--- src/rtl/fp4_mm_pkg.sv ---
// Shared constants and types for the FP4 x INT8 systolic array datapath.
package fp4_mm_pkg;

    localparam int ACC_W     = 24;
    localparam int SHIFT_MAX = 23;
    localparam int INT8_MIN  = -128;
    localparam int INT8_MAX  = 127;

    // Number of accumulator values produced by an array of the given slice count.
    function automatic int num_values(input int slices);
        return 2 * slices * slices;
    endfunction

    typedef enum logic [1:0] {
        ST_IDLE = 2'd0,
        ST_EMIT = 2'd1,
        ST_DONE = 2'd2
    } rd_state_e;

endpackage

--- src/rtl/fp4_requant.sv ---
// Combinational requantizer: signed accumulator -> INT8 with round-half-up
// arithmetic shift, optional ReLU, then saturation.
module fp4_requant
    import fp4_mm_pkg::*;
(
    input  logic [ACC_W-1:0] acc,
    input  logic [4:0]       shift,
    input  logic             relu_en,
    output logic [7:0]       q
);

    logic [4:0]              sh;
    logic signed [ACC_W:0]   ext;
    logic signed [ACC_W:0]   bias;
    logic signed [ACC_W:0]   t;
    logic signed [ACC_W:0]   lo;
    logic signed [ACC_W:0]   hi;

    // One extra bit of headroom keeps acc + half-LSB from wrapping at +max.
    always_comb begin
        sh   = (shift > 5'(SHIFT_MAX)) ? 5'(SHIFT_MAX) : shift;
        ext  = $signed({acc[ACC_W-1], acc});
        bias = (sh == 5'd0) ? '0 : $signed((ACC_W+1)'(1) << (sh - 5'd1));
        t    = (ext + bias) >>> sh;
        lo   = $signed((ACC_W+1)'(INT8_MIN));
        hi   = $signed((ACC_W+1)'(INT8_MAX));
        if (relu_en && t < 0) begin
            t = '0;
        end
        if (t > hi) begin
            t = hi;
        end else if (t < lo) begin
            t = lo;
        end
        q = t[7:0];
    end

endmodule

--- src/rtl/fp4_acc_readout.sv ---
// Readout stage: captures all array accumulators on load and streams them out
// as requantized INT8 bytes or raw 3-byte little-endian values.
module fp4_acc_readout
    import fp4_mm_pkg::*;
#(
    parameter int SLICES = 1
) (
    input  logic                                  clk,
    input  logic                                  reset,
    input  logic                                  load,
    input  logic [num_values(SLICES)*ACC_W-1:0]   acc_flat,
    input  logic [4:0]                            shift,
    input  logic                                  relu_en,
    input  logic                                  raw_mode,
    input  logic                                  out_ready,
    output logic [7:0]                            out_byte,
    output logic                                  out_valid,
    output logic                                  busy,
    output logic                                  done,
    output logic [1:0]                            state_dbg
);

    localparam int N     = num_values(SLICES);
    localparam int IDX_W = (N > 1) ? $clog2(N) : 1;

    // Handshake: a byte moves when out_valid & out_ready are both high at a
    // rising clk edge; out_byte is held stable while out_valid & !out_ready,
    // and a same-cycle load wins over the transfer.

    rd_state_e          state_q, state_d;
    logic [ACC_W-1:0]   bank [N];
    logic [4:0]         shift_q;
    logic               relu_q;
    logic               raw_q;
    logic [IDX_W-1:0]   val_idx;
    logic [1:0]         byte_idx;

    logic               xfer;
    logic               last_byte;
    logic               last_val;
    logic [4:0]         shift_clamped;
    logic [7:0]         q_byte;
    logic [7:0]         raw_byte;

    assign xfer          = (state_q == ST_EMIT) && out_ready && !load;
    assign last_byte     = !raw_q || (byte_idx == 2'd2);
    assign last_val      = (val_idx == IDX_W'(N - 1));
    assign shift_clamped = (shift > 5'(SHIFT_MAX)) ? 5'(SHIFT_MAX) : shift;

    always_comb begin
        state_d = state_q;
        if (load) begin
            state_d = ST_EMIT;
        end else begin
            case (state_q)
                ST_IDLE: state_d = ST_IDLE;
                ST_EMIT: if (xfer && last_byte && last_val) state_d = ST_DONE;
                ST_DONE: state_d = ST_IDLE;
                default: state_d = ST_IDLE;
            endcase
        end
    end

    always_ff @(posedge clk) begin
        if (reset) begin
            state_q  <= ST_IDLE;
            shift_q  <= '0;
            relu_q   <= 1'b0;
            raw_q    <= 1'b0;
            val_idx  <= '0;
            byte_idx <= '0;
            for (int k = 0; k < N; k++) begin
                bank[k] <= '0;
            end
        end else begin
            state_q <= state_d;
            if (load) begin
                shift_q  <= shift_clamped;
                relu_q   <= relu_en;
                raw_q    <= raw_mode;
                val_idx  <= '0;
                byte_idx <= '0;
                for (int k = 0; k < N; k++) begin
                    bank[k] <= acc_flat[k*ACC_W +: ACC_W];
                end
            end else if (xfer) begin
                if (last_byte) begin
                    byte_idx <= '0;
                    val_idx  <= last_val ? '0 : val_idx + IDX_W'(1);
                    // Advance the bank so the next value sits in entry 0.
                    for (int k = 0; k < N - 1; k++) begin
                        bank[k] <= bank[k+1];
                    end
                    bank[N-1] <= '0;
                end else begin
                    byte_idx <= byte_idx + 2'd1;
                end
            end
        end
    end

    fp4_requant u_requant (
        .acc     (bank[0]),
        .shift   (shift_q),
        .relu_en (relu_q),
        .q       (q_byte)
    );

    always_comb begin
        case (byte_idx)
            2'd0:    raw_byte = bank[0][7:0];
            2'd1:    raw_byte = bank[0][15:8];
            default: raw_byte = bank[0][23:16];
        endcase
    end

    assign out_valid = (state_q == ST_EMIT);
    assign busy      = (state_q == ST_EMIT);
    assign done      = (state_q == ST_DONE) && !load;
    assign out_byte  = out_valid ? (raw_q ? raw_byte : q_byte) : 8'h00;
    assign state_dbg = state_q;

endmodule

--- config.mk ---
export PLATFORM = sky130hd
export DESIGN_NAME = fp4_acc_readout
export DESIGN_NICKNAME = d
export VERILOG_FILES = /design/src/rtl/fp4_mm_pkg.sv /design/src/rtl/fp4_requant.sv /design/src/rtl/fp4_acc_readout.sv
export SDC_FILE = /design/constraint.sdc
export NUM_CORES = 1
export LEC_CHECK = 0
export BUFFER_PORTS_ARGS = -buffer_cell sky130_fd_sc_hd__buf_2
export CAP_MARGIN = 10
export CORE_ASPECT_RATIO = 1.2
export CORE_MARGIN = 8
export CORE_UTILIZATION = 45
export DETAILED_ROUTE_END_ITERATION = 8
export PLACE_DENSITY = 0.74
export SYNTH_ARGS = -nofsm -noshare
export SYNTH_HDL_FRONTEND = slang
export SYNTH_HIERARCHICAL = 1
export SYNTH_SLANG_ARGS = --single-unit
--- constraint.sdc ---
create_clock -name clk -period 7.5 [get_ports clk]
set_input_delay 0.375 -clock clk [delete_from_list [all_inputs] [get_ports clk]]
set_output_delay 0.375 -clock clk [all_outputs]
set_load 0.02 [all_outputs]
Yosys cells after proc, flatten, opt, wreduce, memory -nomap -nowiden:

Memory sizes are Yosys's and may differ from the RTL's.
Index checks and enable logic that the tools add are counted.

* reduce and logical (&&, ||, !) cells: 14
* shifts and indexed selects: 2
* equality and inequality tests: 5
* bitwise gates (word level): 5
* multiplexer cells: 28
* add/sub/neg operators: 4
* order comparisons: 5

Operators by type and width (number)
* $mux 24: 4
* $mux 25: 2
* $mux 8: 4
* $add 24x25->25: 1
* $gt 25x8->1 const B: 1
* $lt 25x1->1 const B: 1
* $lt 25x8->1 const B: 1
* $shl 1x5->25 const A: 1
* $sshr 25x5->25: 1
* $pmux 8 s2: 1
* $mux 1: 14
* $gt 5x5->1 const B: 2
* $mux 5: 2
* $logic_and 1x1->1: 6
* $logic_not 5->1: 1
* $sub 5x1->5 const B: 1
* $eq 2x1->1 const B: 2
* $eq 2x2->1 const B: 2
* $or 1x1->1: 4
* $ne 3x2->1 const B: 1
* $reduce_or 3->1: 1
* $add 2x1->2 const B: 1
* $logic_not 1->1: 2
* $logic_not 2->1: 1
* other kinds (6): 6

* memory bits (writable): 48
* logic and storage cells: 71
* output and inout bits: 13
* memories kept: 1
* bits in registers: 12

Memories
* bank: words 2, bits a word 24, rd ports 2, clocked after Yosys merged registers in 0, write ports 2, RTL line fp4_acc_readout.sv:31 `logic [ACC_W-1:0] bank [N];`

Logic depth before layout (Yosys ltp):

* word-level depth: 15
* depth in mapped cells: 23
* mapped depth without buffers: 20

Modules after synthesis:

Netlist, hierarchy kept.

Modules (own cells, without submodules)
* fp4_requant: cells each 630, area an instance 4201.5 µm², instances 1, sequential area each 0.0 µm²
* fp4_acc_readout: cells each 286, area an instance 2961.6 µm², instances 1, sequential area each 1681.6 µm²

Least setup slack after synthesis:

No wires, ideal clock.

* kind: register to output
* start point: reg shift_q[0]
* end point: out out_byte[6]
* cell stages (with the launch flop): 22
* data required time: 7.125 ns
* slack: 1.808 ns
* arrival time: 5.317 ns
* path through: dfxtp_1 clkbuf_1 clkbuf_1 nand2_1 nor3_1 ha_1 inv_1 fa_1 nand2b_1 a21oi_1 o21ai_2 o31ai_2 mux2_4 o211a_1 a221o_2 a211o_2 or4_1 o31a_1 o41ai_4 a21oi_1 o21ai_0 a31oi_1

* longest elaborated chain between the ends: 15
* elaborated cells between the ends (all ways): 17

Ends and longest elaborated chain
* from (decl): RTL line fp4_acc_readout.sv:32 `logic [4:0] shift_q;`
* from (signal assigned): RTL line fp4_acc_readout.sv:78 `shift_q <= shift_clamped;`
* $gt 5x5->1: RTL line fp4_requant.sv:21 `sh = (shift > 5'(SHIFT_MAX)) ? 5'(SHIFT_MAX) : shift;`
* $mux 5 *: RTL line fp4_requant.sv:21
* $sub 5x1->5: RTL line fp4_requant.sv:23 `bias = (sh == 5'd0) ? '0 : $signed((ACC_W+1)'(1) << (sh - 5'd1));`
* $shl 1x5->25: RTL line fp4_requant.sv:23
* $mux 25: RTL line fp4_requant.sv:23
* $add 24x25->25: RTL line fp4_requant.sv:24 `t = (ext + bias) >>> sh;`
* $sshr 25x5->25 *: RTL line fp4_requant.sv:24
* $lt 25x1->1: RTL line fp4_requant.sv:27 `if (relu_en && t < 0) begin`
* $logic_and 1x1->1: RTL line fp4_requant.sv:27
* $mux 25 *: RTL line fp4_requant.sv:27
* $lt 25x8->1: RTL line fp4_requant.sv:32 `end else if (t < lo) begin`
* $mux 8: RTL line fp4_requant.sv:32
* $mux 8 *: RTL line fp4_requant.sv:30 `if (t > hi) begin`
* named net q_byte[6]: RTL line fp4_acc_readout.sv:42 `logic [7:0] q_byte;`
* $mux 8 * (2 in series): RTL line fp4_acc_readout.sv:120 `assign out_byte = out_valid ? (raw_q ? raw_byte : q_byte) : 8'h00;`
* to (decl): RTL line fp4_acc_readout.sv:16 `output logic [7:0] out_byte,`

Mark *: on every way through the listed nets, which the timed path passes. The rest lies on a longest branch.

Worst setup path after layout:

* start point: reg shift_q[4]
* end point: out out_byte[6]

The elaborated chain is that of the path after synthesis.

==> metrics.md <==
| Metric | Value |
|---|---|
| Largest cells by area after synthesis | `edfxtp_1 (20%), nand2_1 (5.5%), a21oi_1 (5.4%)` |
| Die height | `between 150 and 200 um` |
| Final Hold Fails | `0` |
| Status | `complete, no violations` |
| Worst skew pair latency | `0.32 ns` |
| Ant. Diodes | `0` |
| Vias per cell | `6.75` |
| Max rail drop VDD | `0.000178 V` |
| Die width | `131 um` |
| Post-synth top area cell | `edfxtp_1` |
| Post-Synthesis Cells | `slightly above 900` |
| Final nets | `1041` |
| Row count | `50` |
| Hold Crit Class | `input port to register` |
| # port buffers | `71` |
| CP endpoint kind | `primary output` |
| Vias post-DR | `7872` |
| Largest net degree at the start of global routing | `63` |
| Global-route wire length before repair | `a little over 40000 um` |
| Root Buffer | `clkbuf_16` |
| GR Overflow Total | `0` |
| Pwr dens | `~160 mW/mm2` |
| Syn-to-layout area delta | `8.66%` |
| Post-synth top area share | `0.201` |
| Setup Buffers After CTS | `0` |
| Final min period | `between 7 and 8 ns` |
| CTS tree | `done` |
| First-pass DRT Iterations | `6` |
| Final wirelength | `26200 um` |
| Top-count cell post-synth | `nand2_1` |
| Skew final | `0.00602 ns` |
| Final setup fails | `0` |
| GRT Util Overall | `0.251` |
| Initial antenna violation count | `0` |
| Synth cell types | `96` |
| Number of global-route vias before repair | `7491` |
| Cell Area, Synth | `roughly 0.0072 mm2` |
| PnR worst setup slack | `a little under 0.5 ns` |
| Maximum clock insertion buffer count | `2` |
| H-tree depth | `3` |
| Die Area | `around 0.020 mm2` |
| Post-synth EDFFs | `48` |
| CP Max Fanout | `14` |
| Fin crit share | `0.934` |
| Post-CTS Hold Fix Bufs | `0` |
| Synth Net Count | `1003` |
| Lkg Pwr | `3.10 nW` |
| Arrival @ worst endpoint | `6.63 ns` |
| Initial core utilization | `0.460` |
| Ys Warns | `6` |
| Top FF cell, synth | `edfxtp_1` |
| Layout cells sized above 1 | `0.174` |
| Sequential share of the synthesized area | `0.235` |
| Commonest cells in the synthesized netlist | `nand2_1 (105), a21oi_1 (77), nor2_1 (72), o21ai_0 (55), edfxtp_1 (48)` |
| Crit path kind | `register to primary output` |
| DP HPWL | `20000 um` |
| Final Max Slew Viols | `0` |
| Top-Level Pins | `72` |
| Crit path launch type | `register` |
| DP Worst Slack | `between 0.9 and 1 ns` |
| Unrepaired setup endpoints after global routing | `no` |
| CP required | `7.12 ns` |
| Final GP Congestion | `1.07` |
| Maxcap violations | `0` |
| Remaining DRCs | `0` |
| Final TNS setup | `0 ns` |
| Slew HR | `0.273` |
| Resized cells post-CTS | `0` |
| Slew @ Worst Pin | `1.09 ns` |
| Post-synth ARST share | `0` |
| Initial drt markers | `about 900` |
| Fmax achieved | `143 MHz` |
| CORE AREA | `0.0156 mm2` |
| Avg Cell Area, Syn | `7.82 um2` |
| CTS clk-pin slew, worst paths | `0.05 ns` |
| #FFs+latches synth | `60` |
| Total design power | `between 0.001 and 0.0015 W` |
| Total CTS buffers | `9` |
| DR WL/cell | `between 20 and 25 um` |
| Post-detailed-route count of antenna-violating nets | `0` |
| Clock Sinks | `60` |
## worst max-delay path, stage by stage (launching register included)
cell and delay [ns]:
dfxtp_1 0.47, inv_1 0.42, nand2_1 0.28, nor3_1 0.23, ha_1 0.24, inv_1 0.07, fa_1 0.38, nand2b_1 0.17
a21oi_1 0.36, o21ai_2 0.23, o31ai_2 0.52, mux2_4 0.37, o211ai_1 0.44, a311o_2 0.27, a2111oi_2 0.08, or4_1 0.52
o31a_1 0.28, o41ai_4 0.37, a21oi_1 0.14, o21ai_0 0.19, a31oi_1 0.06, buf_2 0.20
## where the power goes
group	switching, W	internal (W)	total [W]
combinational	0.000292	0.000153	0.000445
sequential	0.0000228	0.000386	0.000409
clock	0.000129	0.000240	0.000368
## flip-flops by register name, indices dropped and copies added, names as in the netlist
signal / cells
byte_idx: 2
bank: 48
shift_q: 5
raw_q: 1
state_dbg: 2
last_val: 1
relu_q: 1
## path summary, 6_finish.rpt
kind	from	to	slack (ns)	cells past startpoint
setup reg to reg	raw_q$_SDFFE_PP0P_	bank[0][35]$_SDFFCE_PP0P_	5.08	3
hold reg to reg	last_val$_SDFFE_PP0N_	state_dbg[1]$_SDFFE_PP0P_	0.48	2
hold / removal	relu_en	relu_q$_SDFFE_PP0P_	0.29	3
setup / recovery	shift_q[4]$_SDFFE_PP0P_	out_byte[6]	0.49	21
## placed cells by master (no fill, tap or decap), drive strengths merged, types with 8 or more instances in the layout
master	instances
nand2	106
buf	96
a21oi	80
nor2	74
o21ai	60
edfxtp	48
nand4	33
and2	32
ha	27
nor2b	27
nor3	26
nand3	26
inv	21
o211ai	21
mux2i	19
a211oi	19
a31oi	17
clkbuf	14
a22oi	13
dfxtp	12
a21o	11
nor4	9
and3	9
nand2b	8
a2111oi	8
## through the flow
step                      hold slack (ns)  instances   util  instance area, um2
final                               0.288       1167  0.500                7780
after global routing                0.297       1167  0.500                7780
after CTS                           0.278       1167  0.500                7780
after detailed placement            0.467       1151  0.482                7510
after global placement              0.466       1151  0.482                7510
after floorplan                     0.441        916      -                7160
## layer usage
metal	part of all wire	vias up	track usage
met3	0.090	128	0.0489
met4	0.072	0	0.177
li1	-	3559	-
met5	0	-	0
met1	0.38	3659	0.285
met2	0.46	526	0.416
## final cells by class
cell class | count | area [um2]
Inverter | 21 | 78.8
Clock buffer | 14 | 264
Sequential cell | 60 | 1680
Timing Repair Buffer | 96 | 543
Tap cell | 208 | 260
Multi-Input combinational cell | 766 | 4950
Clock inverter | 2 | 10.0
Fill cell | 1494 | 7790
## kinds of logic after synthesis
| logic type | count (synthesis) | share of synthesized area |
|---|---|---|
| simple gates | 388 | 0.278 |
| other cells | 1 | 0.000524 |
| flops | 60 | 0.235 |
| compound gates | 316 | 0.315 |
| fa+ha+maj | 28 | 0.0500 |
| xor+xnor | 10 | 0.0122 |
| mux | 23 | 0.0334 |
| buf+inv | 90 | 0.0755 |
Power figures use the tool's default switching activity.
